==> src/rtl/spi_shift_engine.sv <==
// spi_shift_engine
// Master-mode SPI serializer/deserializer between the TX FIFO and the RX FIFO.
// Each frame pops one word, shifts out bits datalen..0 on mosi under a
// programmable sclk (CPOL/CPHA selectable), samples miso into a word, and
// pushes that word to the RX FIFO.
//
// Ports:
//   clk, rst_n          system clock, async active-low reset
//   enable              permits new frames to start
//   cpol, cpha          SPI mode, latched per frame
//   datalen             frame length minus one, latched per frame
//   clk_div             sclk half-period minus one (in clk cycles), latched per frame
//   tfifo_empty         TX FIFO empty
//   transfer_data       TX FIFO head word (show-ahead)
//   tfifo_ren           one-cycle pop strobe
//   rfifo_full          RX FIFO full
//   rfifo_wen           one-cycle push strobe
//   receive_data        last received word, masked to the frame length
//   sclk, mosi, ss_n    SPI master outputs
//   miso                SPI data in (already synchronized)
//   busy                high whenever a frame is in progress
//   rx_overrun          sticky: a received word was dropped on a full RX FIFO
//
// State table
//   state   | meaning
//   IDLE    | ss_n high, sclk parked at cpol, waiting for enable and a TX word
//   SETUP   | ss_n low, first bit on mosi, one sclk half-period before shifting
//   SHIFT   | 2N sclk edges; drive and sample according to CPHA
//   DONE    | one cycle: publish/push the received word, optionally chain next frame
//
// All outputs are registered: decisions taken in a given state appear on the
// ports one clk later (e.g. the pop strobe is visible in the first SETUP cycle,
// the push strobe in the cycle after DONE).

module spi_shift_engine #(
  parameter int DATA_WIDTH = 32,
  parameter int LEN_WIDTH  = 5,
  parameter int DIV_WIDTH  = 8
) (
  input  logic                  clk,
  input  logic                  rst_n,
  input  logic                  enable,
  input  logic                  cpol,
  input  logic                  cpha,
  input  logic [LEN_WIDTH-1:0]  datalen,
  input  logic [DIV_WIDTH-1:0]  clk_div,
  input  logic                  tfifo_empty,
  input  logic [DATA_WIDTH-1:0] transfer_data,
  output logic                  tfifo_ren,
  input  logic                  rfifo_full,
  output logic                  rfifo_wen,
  output logic [DATA_WIDTH-1:0] receive_data,
  output logic                  sclk,
  output logic                  mosi,
  input  logic                  miso,
  output logic                  ss_n,
  output logic                  busy,
  output logic                  rx_overrun
);

  typedef enum logic [1:0] {
    S_IDLE  = 2'd0,
    S_SETUP = 2'd1,
    S_SHIFT = 2'd2,
    S_DONE  = 2'd3
  } state_t;

  state_t                state_q, state_d;
  logic                  cpol_q, cpol_d;
  logic                  cpha_q, cpha_d;
  logic [LEN_WIDTH-1:0]  len_q, len_d;
  logic [DIV_WIDTH-1:0]  div_q, div_d;
  logic [DIV_WIDTH-1:0]  div_cnt_q, div_cnt_d;
  logic [LEN_WIDTH:0]    edge_cnt_q, edge_cnt_d;
  logic [DATA_WIDTH-1:0] tx_q, tx_d;
  logic [DATA_WIDTH-1:0] rx_q, rx_d;
  logic                  sclk_q, sclk_d;
  logic                  mosi_q, mosi_d;
  logic                  ss_n_q, ss_n_d;
  logic                  busy_q, busy_d;
  logic                  tfifo_ren_q, tfifo_ren_d;
  logic                  rfifo_wen_q, rfifo_wen_d;
  logic [DATA_WIDTH-1:0] receive_data_q, receive_data_d;
  logic                  rx_overrun_q, rx_overrun_d;

  logic                  start;
  logic                  load;
  logic                  div_tc;
  logic                  leading;
  logic                  last_edge;
  logic [DATA_WIDTH-1:0] tx_shl;
  logic [DATA_WIDTH-1:0] rx_mask;

  assign start     = enable && !tfifo_empty;
  assign div_tc    = (div_cnt_q == '0);
  assign leading   = !edge_cnt_q[0];
  assign last_edge = (edge_cnt_q == {len_q, 1'b1});
  assign tx_shl    = tx_q << 1;
  // Two-step shift so that a 32-bit frame yields an all-ones mask.
  assign rx_mask   = ~(({DATA_WIDTH{1'b1}} << len_q) << 1);

  always_comb begin
    state_d        = state_q;
    cpol_d         = cpol_q;
    cpha_d         = cpha_q;
    len_d          = len_q;
    div_d          = div_q;
    div_cnt_d      = div_cnt_q;
    edge_cnt_d     = edge_cnt_q;
    tx_d           = tx_q;
    rx_d           = rx_q;
    sclk_d         = sclk_q;
    mosi_d         = mosi_q;
    tfifo_ren_d    = 1'b0;
    rfifo_wen_d    = 1'b0;
    receive_data_d = receive_data_q;
    rx_overrun_d   = rx_overrun_q;
    load           = 1'b0;

    case (state_q)
      S_IDLE: begin
        sclk_d = cpol;
        load   = start;
      end

      S_SETUP: begin
        sclk_d = cpol_q;
        if (div_tc) begin
          div_cnt_d  = div_q;
          edge_cnt_d = '0;
          state_d    = S_SHIFT;
        end else begin
          div_cnt_d = div_cnt_q - DIV_WIDTH'(1);
        end
      end

      S_SHIFT: begin
        if (div_tc) begin
          div_cnt_d  = div_q;
          sclk_d     = ~sclk_q;
          edge_cnt_d = edge_cnt_q + (LEN_WIDTH+1)'(1);
          if (cpha_q != leading) begin
            rx_d = {rx_q[DATA_WIDTH-2:0], miso};
          end
          if (cpha_q && leading) begin
            mosi_d = tx_q[len_q];
            tx_d   = tx_shl;
          end
          // After the final trailing edge there is no next bit to present.
          if (!cpha_q && !leading && !last_edge) begin
            mosi_d = tx_shl[len_q];
            tx_d   = tx_shl;
          end
          if (last_edge) begin
            state_d = S_DONE;
          end
        end else begin
          div_cnt_d = div_cnt_q - DIV_WIDTH'(1);
        end
      end

      S_DONE: begin
        sclk_d         = cpol;
        receive_data_d = rx_q & rx_mask;
        rfifo_wen_d    = !rfifo_full;
        load           = start;
        if (!start) begin
          state_d = S_IDLE;
        end
      end

      default: begin
        state_d = S_IDLE;
      end
    endcase

    if (load) begin
      tfifo_ren_d = 1'b1;
      tx_d        = transfer_data;
      mosi_d      = transfer_data[datalen];
      rx_d        = '0;
      cpol_d      = cpol;
      cpha_d      = cpha;
      len_d       = datalen;
      div_d       = clk_div;
      div_cnt_d   = clk_div;
      edge_cnt_d  = '0;
      sclk_d      = cpol;
      state_d     = S_SETUP;
    end

    // A drop in the DONE cycle wins over a simultaneous clear so it is never lost.
    if (state_q == S_DONE && rfifo_full) begin
      rx_overrun_d = 1'b1;
    end else if (!enable) begin
      rx_overrun_d = 1'b0;
    end

    ss_n_d = (state_d == S_IDLE);
    busy_d = (state_d != S_IDLE);
  end

  always_ff @(posedge clk or negedge rst_n) begin
    if (!rst_n) begin
      state_q        <= S_IDLE;
      cpol_q         <= 1'b0;
      cpha_q         <= 1'b0;
      len_q          <= '0;
      div_q          <= '0;
      div_cnt_q      <= '0;
      edge_cnt_q     <= '0;
      tx_q           <= '0;
      rx_q           <= '0;
      sclk_q         <= 1'b0;
      mosi_q         <= 1'b0;
      ss_n_q         <= 1'b1;
      busy_q         <= 1'b0;
      tfifo_ren_q    <= 1'b0;
      rfifo_wen_q    <= 1'b0;
      receive_data_q <= '0;
      rx_overrun_q   <= 1'b0;
    end else begin
      state_q        <= state_d;
      cpol_q         <= cpol_d;
      cpha_q         <= cpha_d;
      len_q          <= len_d;
      div_q          <= div_d;
      div_cnt_q      <= div_cnt_d;
      edge_cnt_q     <= edge_cnt_d;
      tx_q           <= tx_d;
      rx_q           <= rx_d;
      sclk_q         <= sclk_d;
      mosi_q         <= mosi_d;
      ss_n_q         <= ss_n_d;
      busy_q         <= busy_d;
      tfifo_ren_q    <= tfifo_ren_d;
      rfifo_wen_q    <= rfifo_wen_d;
      receive_data_q <= receive_data_d;
      rx_overrun_q   <= rx_overrun_d;
    end
  end

  assign tfifo_ren    = tfifo_ren_q;
  assign rfifo_wen    = rfifo_wen_q;
  assign receive_data = receive_data_q;
  assign sclk         = sclk_q;
  assign mosi         = mosi_q;
  assign ss_n         = ss_n_q;
  assign busy         = busy_q;
  assign rx_overrun   = rx_overrun_q;

endmodule

==> config.mk <==
export PLATFORM = sky130hd
export DESIGN_NAME = spi_shift_engine
export DESIGN_NICKNAME = d
export VERILOG_FILES = /design/src/rtl/spi_shift_engine.sv
export SDC_FILE = /design/constraint.sdc
export NUM_CORES = 1
export LEC_CHECK = 0
export CAP_MARGIN = 40
export CORE_MARGIN = 2
export CORE_UTILIZATION = 45
export DETAILED_ROUTE_END_ITERATION = 6
export PLACE_DENSITY = 0.68
export SYNTH_ARGS = -nofsm -noshare
export SYNTH_HDL_FRONTEND = slang
export SYNTH_SLANG_ARGS = --single-unit
==> constraint.sdc <==
create_clock -name clk -period 3.2 [get_ports clk]
set_clock_uncertainty 0.2 [all_clocks]
set_input_delay 0.32 -clock clk [delete_from_list [all_inputs] [get_ports clk]]
set_output_delay 0.32 -clock clk [all_outputs]
set_load 0.01 [all_outputs]
Yosys cells after proc, flatten, opt, wreduce, memory -nomap -nowiden
Index checks and enable logic that the tools add are counted.

Add/sub/neg operators: 2. $mul: 0. Div/mod/pow operators: 0. $lt $le $gt $ge: 2. Eq/ne operators: 8. Shift-type cells: 1. Muxes and demuxes: 41. Bitwise logic cells: 3. Reductions and logical operators: 25.

Operators with widths (number): 32-bit 2-to-1 mux (9); 32-bit bitwise AND (1); 32-bit inverter (1); 32-bit by 5-bit left shift with 31-bit output, first input constant (1); 8-bit 2-to-1 mux (3); 6-bit 2-to-1 mux (3); 1-bit binary-select mux with 5-bit select (3); 1-bit 2-to-1 mux (15); 5-bit by 6-bit less-than comparator with 1-bit output, second input constant (2); 6-bit one-hot mux with 2 select lines (1); 2-bit 2-to-1 mux (5); 2-bit nonzero test (5); 3-bit AND reduction (3); 8-bit logical NOT (1); 8-bit by 1-bit subtractor with 8-bit output, second input constant (1); 6-bit by 1-bit adder with 6-bit output, second input constant (1); 6-bit equality test (1); 3-bit != test, second input constant (2); 2-bit one-hot mux with 3 select lines (1); 3-bit nonzero test (2); 1-bit logical AND (5); 1-bit logical NOT (5); 2-bit equality test, second input constant (2); 2-bit logical NOT (2); 6 further kinds (7).

Flip-flop bits (word level): 134. Latch bits: 0. Memory bits (writable): 0. Bits in read-only memories: 0. Bits of input ports: 53. Memories kept: 0.

Logic depth before layout (Yosys ltp)
Gate-level depths: netlist (run 1).

Depth in word-level cells: 7. Depth in mapped cells: 11.

Worst setup path after synthesis (run 1)
Ideal clock, no wire load.

Kind: reg2reg. Start: reg div_cnt_q[0]. End: reg mosi_q, in the netlist mosi. Library setup time: 0.132 ns. Data arrival time: 2.236 ns. Data required time: 2.868 ns. Setup slack: 0.631 ns. Stages on the path, launching flop included: 12. Period minus slack after synthesis: 2.569 ns. Cells stage by stage: dfrtp_1 > inv_1 > ha_1 > or4b_1 > buf_2 > nor4_2 > nand2_1 > a21o_1 > buf_2 > buf_2 > a31oi_1 > o211ai_1.

Word-level cells in the longest chain between the ends: 3.

Ends and longest elaborated chain: start: declaration (line 73) `logic [DIV_WIDTH-1:0] div_cnt_q, div_cnt_d;`; start signal: assignment (line 228) `div_cnt_q <= div_cnt_d;`; 8-bit logical NOT (line 95) `assign div_tc = (div_cnt_q == '0);`; 2-bit nonzero test (no source line); 3-bit AND reduction (no source line); end signal: assignment (line 233) `mosi_q <= mosi_d;`; end: declaration (line 78) `logic mosi_q, mosi_d;`.

No other way between the ends. A chain may end at the register's enable or synchronous reset.

Worst setup path in the final report (run 1)
Start: reg div_cnt_q[0]. End: reg ss_n_q, in the netlist ss_n.

Word-level cells in the longest chain between the ends: 5.

Ends and longest elaborated chain: 8-bit logical NOT * (line 95); 2-bit 2-to-1 mux, on equally long branches (line 138, 128); 2-bit one-hot mux with 3 select lines * (line 120) `case (state_q)`; 2-bit 2-to-1 mux * (line 177) `if (load) begin`; 2-bit logical NOT * (line 199) `ss_n_d = (state_d == S_IDLE);`; net ss_n_d (line 79) `logic ss_n_q, ss_n_d;`; end signal: assignment (line 234) `ss_n_q <= ss_n_d;`; end: declaration (line 79).

The timed path passes the listed nets; every way through them passes the cells marked *.

==> key figures, run 1 <==
Setup path
  – Crit path DAT: 3.00 ns
  – Startpoint Class: register
  – Setup CP Type: register to register
  – Critical Path RT: 3.36 ns
  – R2R cell count: 8
  – CP max FO: 12
  – Worst R2R End: ss_n$_DFF_PN1_
  – R2R setup slack: 0.36 ns
  – Reg2reg start: div_cnt_q[0]$_DFFE_PN0P_
  – Critical Path End Type: register
  – CP Capture Point: ss_n$_DFF_PN1_
  – Critical Path Start: div_cnt_q[0]$_DFFE_PN0P_

Global route
  – First-pass GRT wire length: 28,200 um
  – GRT overflow: 0
  – Largest net degree at the start of global routing: 127
  – Overall global routing resource usage: 21.8%
  – Vias in the first global route: 5,581
  – Initial antenna violation count: 0

Synthesis
  – Post-synth top flop: dfrtp_1
  – Syn Area/Cell: 9.34 um^2
  – Sequential area share after synthesis: 48.2%
  – Syn Nets: 807
  – Top cells by area, synth: dfrtp_1 48%, nand2_1 8.7%, mux2i_1 7.0%, mux4_2 6.1%, o21ai_0 4.1%
  – Largest family of logic cells by synthesized area: simple AND/OR/NAND/NOR gates
  – Ys async rst share: 100%
  – Synthesis warning total: 0
  – Xor/xnor cell area share of the yosys netlist: 0.880%
  – Count leader, synth: nand2_1
  – Simple-gate area share of the yosys netlist: 15.2%
  – Post-synth EDFFs: 0
  – Post-synth top area share: 47.8%
  – Seq cells post-synth: 134
  – Cell Area, Synth: 6960 um^2
  – Yosys cell types: 52
  – Post-Syn Instances: 746
  – Commonest cells post-synth: 162 x nand2_1, 133 x dfrtp_1, 57 x o21ai_0, 49 x mux2i_1, 48 x a21oi_1
  – Yosys top cell by area: dfrtp_1
  – Mux share of post-synthesis cell area: 13.7%
  – Adder-Cell Fraction of Synth Area: 1.44%
  – Compound-Gate Fraction of Synth Area: 14.7%

Clock tree
  – Root buf cell: clkbuf_16
  – H-tree levels: 4
  – # resized after CTS: 0
  – Total CTS buffers: 17
  – Clock latency on the worst-skew pair: 0.43 ns
  – Clk slew on worst S/H paths: 0.06 ns
  – Clk sinks: 134
  – CTS Buffer Depth: 2
  – CTS tree: yes

Cells and area
  – P&R area growth vs syn: 23.8%
  – Final net count: 874
  – Diode count: 0
  – Share of cells above drive strength 1: 9.93%
  – Cell area after layout: 8620 um^2
  – Cell Count, Final, Fillers Out: 1,014

STA
  – Final hold viol count: 0
  – Final worst path period share: 88.9%
  – Relative slew slack: 53.8%
  – Final min period: 2.84 ns
  – Final slew viol count: 0
  – Max Freq: 0.352 GHz
  – Final Setup Violations: 0
  – Hold_ws: 0.256 ns
  – Post-route setup slack: 0.357 ns
  – TNS Setup: 0 ns
  – RSZ-0062 raised after global routing: false
  – Least-Margin Pin Slew: 0.683 ns

Job
  – Number of max-cap violations: 0

Floorplan
  – Die Footprint: 16,500 um^2
  – Chip Height: 128 um
  – Starting density of the core: 46.0%
  – CORE AREA: 15,100 um^2
  – Die Wd: 128 um
  – Ports: 92
  – Num rows: 45

Placement
  – Area after DPL: 8020 um^2
  – Placed Cells: 981
  – Place WS: 0.357 ns
  – IO buf count: 91
  – GPL Wtd Cong: 0.901
  – Hpwl dp: 11,400 um

Detailed routing
  – Vias: 5,756
  – DRC viols: 0
  – Routed WL: 17,100 um
  – DR pass1 iterations: 5
  – Post-route ant nets: 0
  – Detailed Route Iter0 Violations: 515
  – Vias per inst: 5.68
  – WL per Instance: 16.8 um

Pwr
  – Power Dens Cells: 746 nW/um^2
  – Leakage: 3.76 nW
  – VDD IR max: 0.000518 V

Worst hold path
  – Hold Crit Class: input pin to register
  – HP Start: clk_div[1]

Outcome
  – Outcome: finished, final reports clean
-- final cells by class --
type | count | area (um^2)
Tap cell | 188 | 235
Multi-Input combinational cell | 506 | 3200
Timing Repair Buffer | 109 | 1070
Clock buffer | 18 | 439
Inverter | 45 | 170
Clock inverter | 14 | 151
Fill cell | 1303 | 6530
Sequential cell | 134 | 3350
-- where the power goes --
| part | leakage, nW | total [mW] | internal, mW | switching, mW |
|---|---|---|---|---|
| Sequential | 1.77 | 2.48 | 2.07 | 0.408 |
| Combinational | 1.70 | 2.00 | 0.944 | 1.06 |
| Clock | 0.287 | 1.95 | 1.17 | 0.775 |
-- logic make-up after synthesis --
kind of cell / Yosys count
fa+ha+maj: 8
flops: 134
xor+xnor: 7
simple gates: 245
mux: 71
buf+inv: 106
compound gates: 175
-- stage by stage --
step	power, mW	utilization, %
6_report	6.43	56.9
4_1_cts	6.45	56.9
3_5_place_dp	4.48	52.9
5_1_grt	6.81	56.9
3_3_place_gp	4.40	52.9
2_1_floorplan	3.85	-
-- registers in the layout (all words and copies together), names as in the netlist, 2 cells and up --
| name | cells |
|---|---|
| receive_data | 32 |
| div_cnt_q | 8 |
| tx_q | 32 |
| edge_cnt_q | 6 |
| div_q | 8 |
| len_q | 5 |
| rx_q | 32 |
| state_q | 2 |
-- worst max-delay path, cell delays in order, from the launching register on --
cell and delay [ns]:
dfrtp_1 0.43, inv_1 0.08, ha_1 0.19, or4b_1 0.59
or4_4 0.56, nor4_1 0.30, nor2_1 0.09, o21a_1 0.20
and2_1 0.14
-- how the worst min path moves through the flow --
stage / end / slack [ns] / cells after the start
after floorplan: busy$_DFF_PN0_ / -0.18 / 0
after global placement: receive_data[12]$_DFFE_PN0N_ / 0.17 / 1
after global routing: div_q[5]$_DFFE_PN0P_ / 0.27 / 3
final: div_q[1]$_DFFE_PN0P_ / 0.26 / 3
after detailed placement: receive_data[14]$_DFFE_PN0N_ / 0.18 / 1
after CTS: div_q[1]$_DFFE_PN0P_ / 0.25 / 3
-- layer usage --
metal	share of wire, %	wire length [um]	vias up	GRT usage, %
li1	-	-	2722	-
met1	45	7700	2832	29.6
met2	48	8160	176	34.8
met3	5.1	863	26	4.82
met4	1.9	320	0	7.63
met5	0	0	-	0
-- placed cells by master (no fill, tap or decap), types with 3 or more instances in the layout --
| cell type | instances |
|---|---|
| or2_2 | 3 |
| clkdlybuf4s50_1 | 90 |
| nor2_1 | 21 |
| a21oi_1 | 48 |
| o21ai_0 | 57 |
| clkinv_4 | 5 |
| buf_4 | 16 |
| ha_1 | 7 |
| clkbuf_16 | 17 |
| nor3_1 | 8 |
| nor4_1 | 6 |
| o211ai_1 | 8 |
| o22ai_1 | 24 |
| and2_1 | 3 |
| nor2b_1 | 5 |
| a22oi_1 | 3 |
| inv_1 | 43 |
| nand2_1 | 162 |
| a31oi_1 | 7 |
| nand3_1 | 24 |
| dfrtp_1 | 133 |
| mux4_2 | 19 |
| clkinv_2 | 4 |
| mux2_2 | 3 |
| a211oi_1 | 4 |
| and3_1 | 3 |
| mux2i_1 | 49 |
| xnor2_1 | 7 |
| o21ai_1 | 5 |
| a21o_1 | 3 |
-- timing repair --
action	in CTS	in global routing
hold buffers	1	0
hold endpoints to repair	48	0
buffers inserted	0	0
Note: power is estimated with default switching activity, not from simulation.
==> run 2: changes to the inputs <==
CORE_ASPECT_RATIO = 1.75   (was unset)
CTS_BUF_LIST = sky130_fd_sc_hd__clkbuf_4 sky130_fd_sc_hd__clkbuf_8   (was unset)
==> run 2 against run 1 <==
Compared with the run above:
- fmax is 2.1% lower
- non-clock buffer count is 2 higher
- utilization is 1.4 points lower
- largest cell class unchanged
- clock power is 23% lower
- global-route usage is 0.19 points higher
- die area is 0.24% higher
- critical path depth stayed put
==> key figures, run 2 (synthesis results as in run 1) <==
Outcome
  – Outcome: finished, final reports clean (unchanged)

Detailed routing
  – DR pass1 iterations: 5 (unchanged)
  – Post-route ant nets: 0 (unchanged)
  – WL per Instance: 17.4 um (was 16.8 um)
  – Vias: 5,807 (was 5,756)
  – Detailed Route Iter0 Violations: 289 (was 515)
  – Routed WL: 17,600 um (was 17,100 um)
  – DRC viols: 0 (unchanged)
  – Vias per inst: 5.73 (was 5.68)

Placement
  – Placed Cells: 981 (unchanged)
  – Area after DPL: 8030 um^2 (was 8020 um^2)
  – IO buf count: 91 (unchanged)
  – GPL Wtd Cong: 0.900 (was 0.901)
  – Hpwl dp: 12,400 um (was 11,400 um)

Setup path
  – Critical Path RT: 3.38 ns (was 3.36 ns)
  – CP max FO: 12 (unchanged)
  – Critical Path End Type: register (unchanged)
  – Startpoint Class: register (unchanged)
  – Crit path DAT: 3.08 ns (was 3.00 ns)
  – Setup CP Type: register to register (unchanged)
  – R2R setup slack: 0.29 ns (was 0.36 ns)

Floorplan
  – Num rows: 60 (was 45)
  – Ports: 92 (unchanged)
  – Die Footprint: 16,500 um^2 (about the same)
  – Starting density of the core: 45.7% (was 46.0%)
  – Die Wd: 98.0 um (was 128 um)
  – Chip Height: 169 um (was 128 um)
  – CORE AREA: 15,200 um^2 (was 15,100 um^2)

Pwr
  – P_sw: 2.18 mW (was 2.24 mW)
  – VDD IR max: 0.000382 V (was 0.000518 V)
  – Power Dens Cells: 713 nW/um^2 (was 746 nW/um^2)
  – Switching share of power: 36.2% (was 34.9%)
  – Leakage: 3.68 nW (was 3.76 nW)
  – Internal power: 3.85 mW (was 4.19 mW)
  – Sequential share of power: 41.1% (was 38.6%)
  – Clock share of power: 24.8% (was 30.3%)
  – Combinational share of power: 34.1% (was 31.2%)

Clock tree
  – H-tree levels: 4 (unchanged)
  – Root buf cell: clkbuf_8 (was clkbuf_16)
  – Post-CTS Hold Fix Bufs: 1 (unchanged)
  – Total CTS buffers: 17 (unchanged)
  – CTS tree: yes (unchanged)
  – CTS Buffer Depth: 2 (unchanged)
  – Clock latency on the worst-skew pair: 0.44 ns (was 0.43 ns)
  – Post-CTS Setup Bufs: 0 (unchanged)
  – Clk slew on worst S/H paths: 0.08 ns (was 0.06 ns)
  – # resized after CTS: 0 (unchanged)
  – Clk sinks: 134 (unchanged)

Worst hold path
  – Hold Crit Class: input pin to register (unchanged)

STA
  – Relative slew slack: 52.0% (was 53.8%)
  – Hold_ws: 0.219 ns (was 0.256 ns)
  – Final slew viol count: 0 (unchanged)
  – RSZ-0062 raised after global routing: false (unchanged)
  – Final hold viol count: 0 (unchanged)
  – Final Setup Violations: 0 (unchanged)
  – Max Freq: 0.344 GHz (was 0.352 GHz)
  – TNS Setup: 0 ns (unchanged)
  – Least-Margin Pin Slew: 0.720 ns (was 0.683 ns)
  – Final min period: 2.91 ns (was 2.84 ns)
  – Final worst path period share: 90.8% (was 88.9%)

Cells and area
  – Finished Core Util: 55.5% (was 56.9%)
  – P&R area growth vs syn: 21.5% (was 23.8%)
  – Cell area after layout: 8460 um^2 (was 8620 um^2)
  – Final net count: 876 (was 874)
  – Commonest non-fill, non-tap cell in the layout: nand2_1 (unchanged)
  – Diode count: 0 (unchanged)
  – Cell Count, Final, Fillers Out: 1,013 (was 1,014)
  – Leading cell types in the layout, fill and taps excluded: 162 x nand2_1, 133 x dfrtp_1, 90 x clkdlybuf4s50_1 (unchanged)
  – Share of cells above drive strength 1: 10.0% (was 9.93%)

Global route
  – Overall global routing resource usage: 22.0% (was 21.8%)
  – Vias in the first global route: 5,750 (was 5,581)
  – Initial antenna violation count: 0 (unchanged)
  – Largest net degree at the start of global routing: 101 (was 127)
  – First-pass GRT wire length: 29,100 um (was 28,200 um)
  – GRT overflow: 0 (unchanged)

Job
  – Number of max-cap violations: 0 (unchanged)
[run 2: layout make-up]
cell class,count,area (um^2)
inverter,45,170
multi-input combinational,506,3200
clock buffer,20,269
sequential,134,3350
fill,1368,6780
clock inverter,11,150
timing repair buffer,111,1090
tap,186,233
[run 2: routing by layer]
layer  up-vias  GRT usage, %  share of wire [%]
met5         -             0                  0
met4         0          10.2                4.2
met3        47          3.67                4.3
met2       195          39.8                 53
met1      2835          25.0                 38
li1       2730             -                  -
[run 2: path summary, 6_finish.rpt]
kind                            cells past startpoint                startpoint                      endpoint
min in group asynchronous                           2                     rst_n          tx_q[13]$_DFFE_PN0P_
worst min register to register                      2      div_q[1]$_DFFE_PN0P_          div_q[1]$_DFFE_PN0P_
worst max register to register                      8  div_cnt_q[0]$_DFFE_PN0P_                ss_n$_DFF_PN1_
max in group asynchronous                           3                     rst_n  receive_data[29]$_DFFE_PN0N_
worst min-delay path                                3                      miso           rx_q[0]$_DFFE_PN0P_
worst max-delay path                                8  div_cnt_q[0]$_DFFE_PN0P_                ss_n$_DFF_PN1_
[run 2: worst max-delay path, stage by stage (launching register included)]
cell and delay, ns:
dfrtp_1 0.44, inv_1 0.08, ha_1 0.19, or4b_1 0.59, or4_4 0.56, a22o_1 0.24
a211oi_2 0.22, o21a_1 0.19, and2_1 0.13
[run 2: per-stage QoR]
stage	total power [mW]	worst slack [ns]
after floorplan	3.85	0.631
after global placement	4.45	0.379
after detailed placement	4.53	0.330
after CTS	6.05	0.295
after global routing	6.39	0.153
final	6.03	0.295
[run 2: power by group through the flow]
| stage | combinational, mW | sequential [mW] | clock (mW) |
|---|---|---|---|
| floorplan | 1.52 | 2.33 | 0 |
| global placement | 1.98 | 2.47 | 0 |
| detailed placement | 2.03 | 2.50 | 0 |
| CTS | 2.05 | 2.47 | 1.52 |
| global route | 2.27 | 2.53 | 1.60 |
| finish | 2.06 | 2.48 | 1.50 |
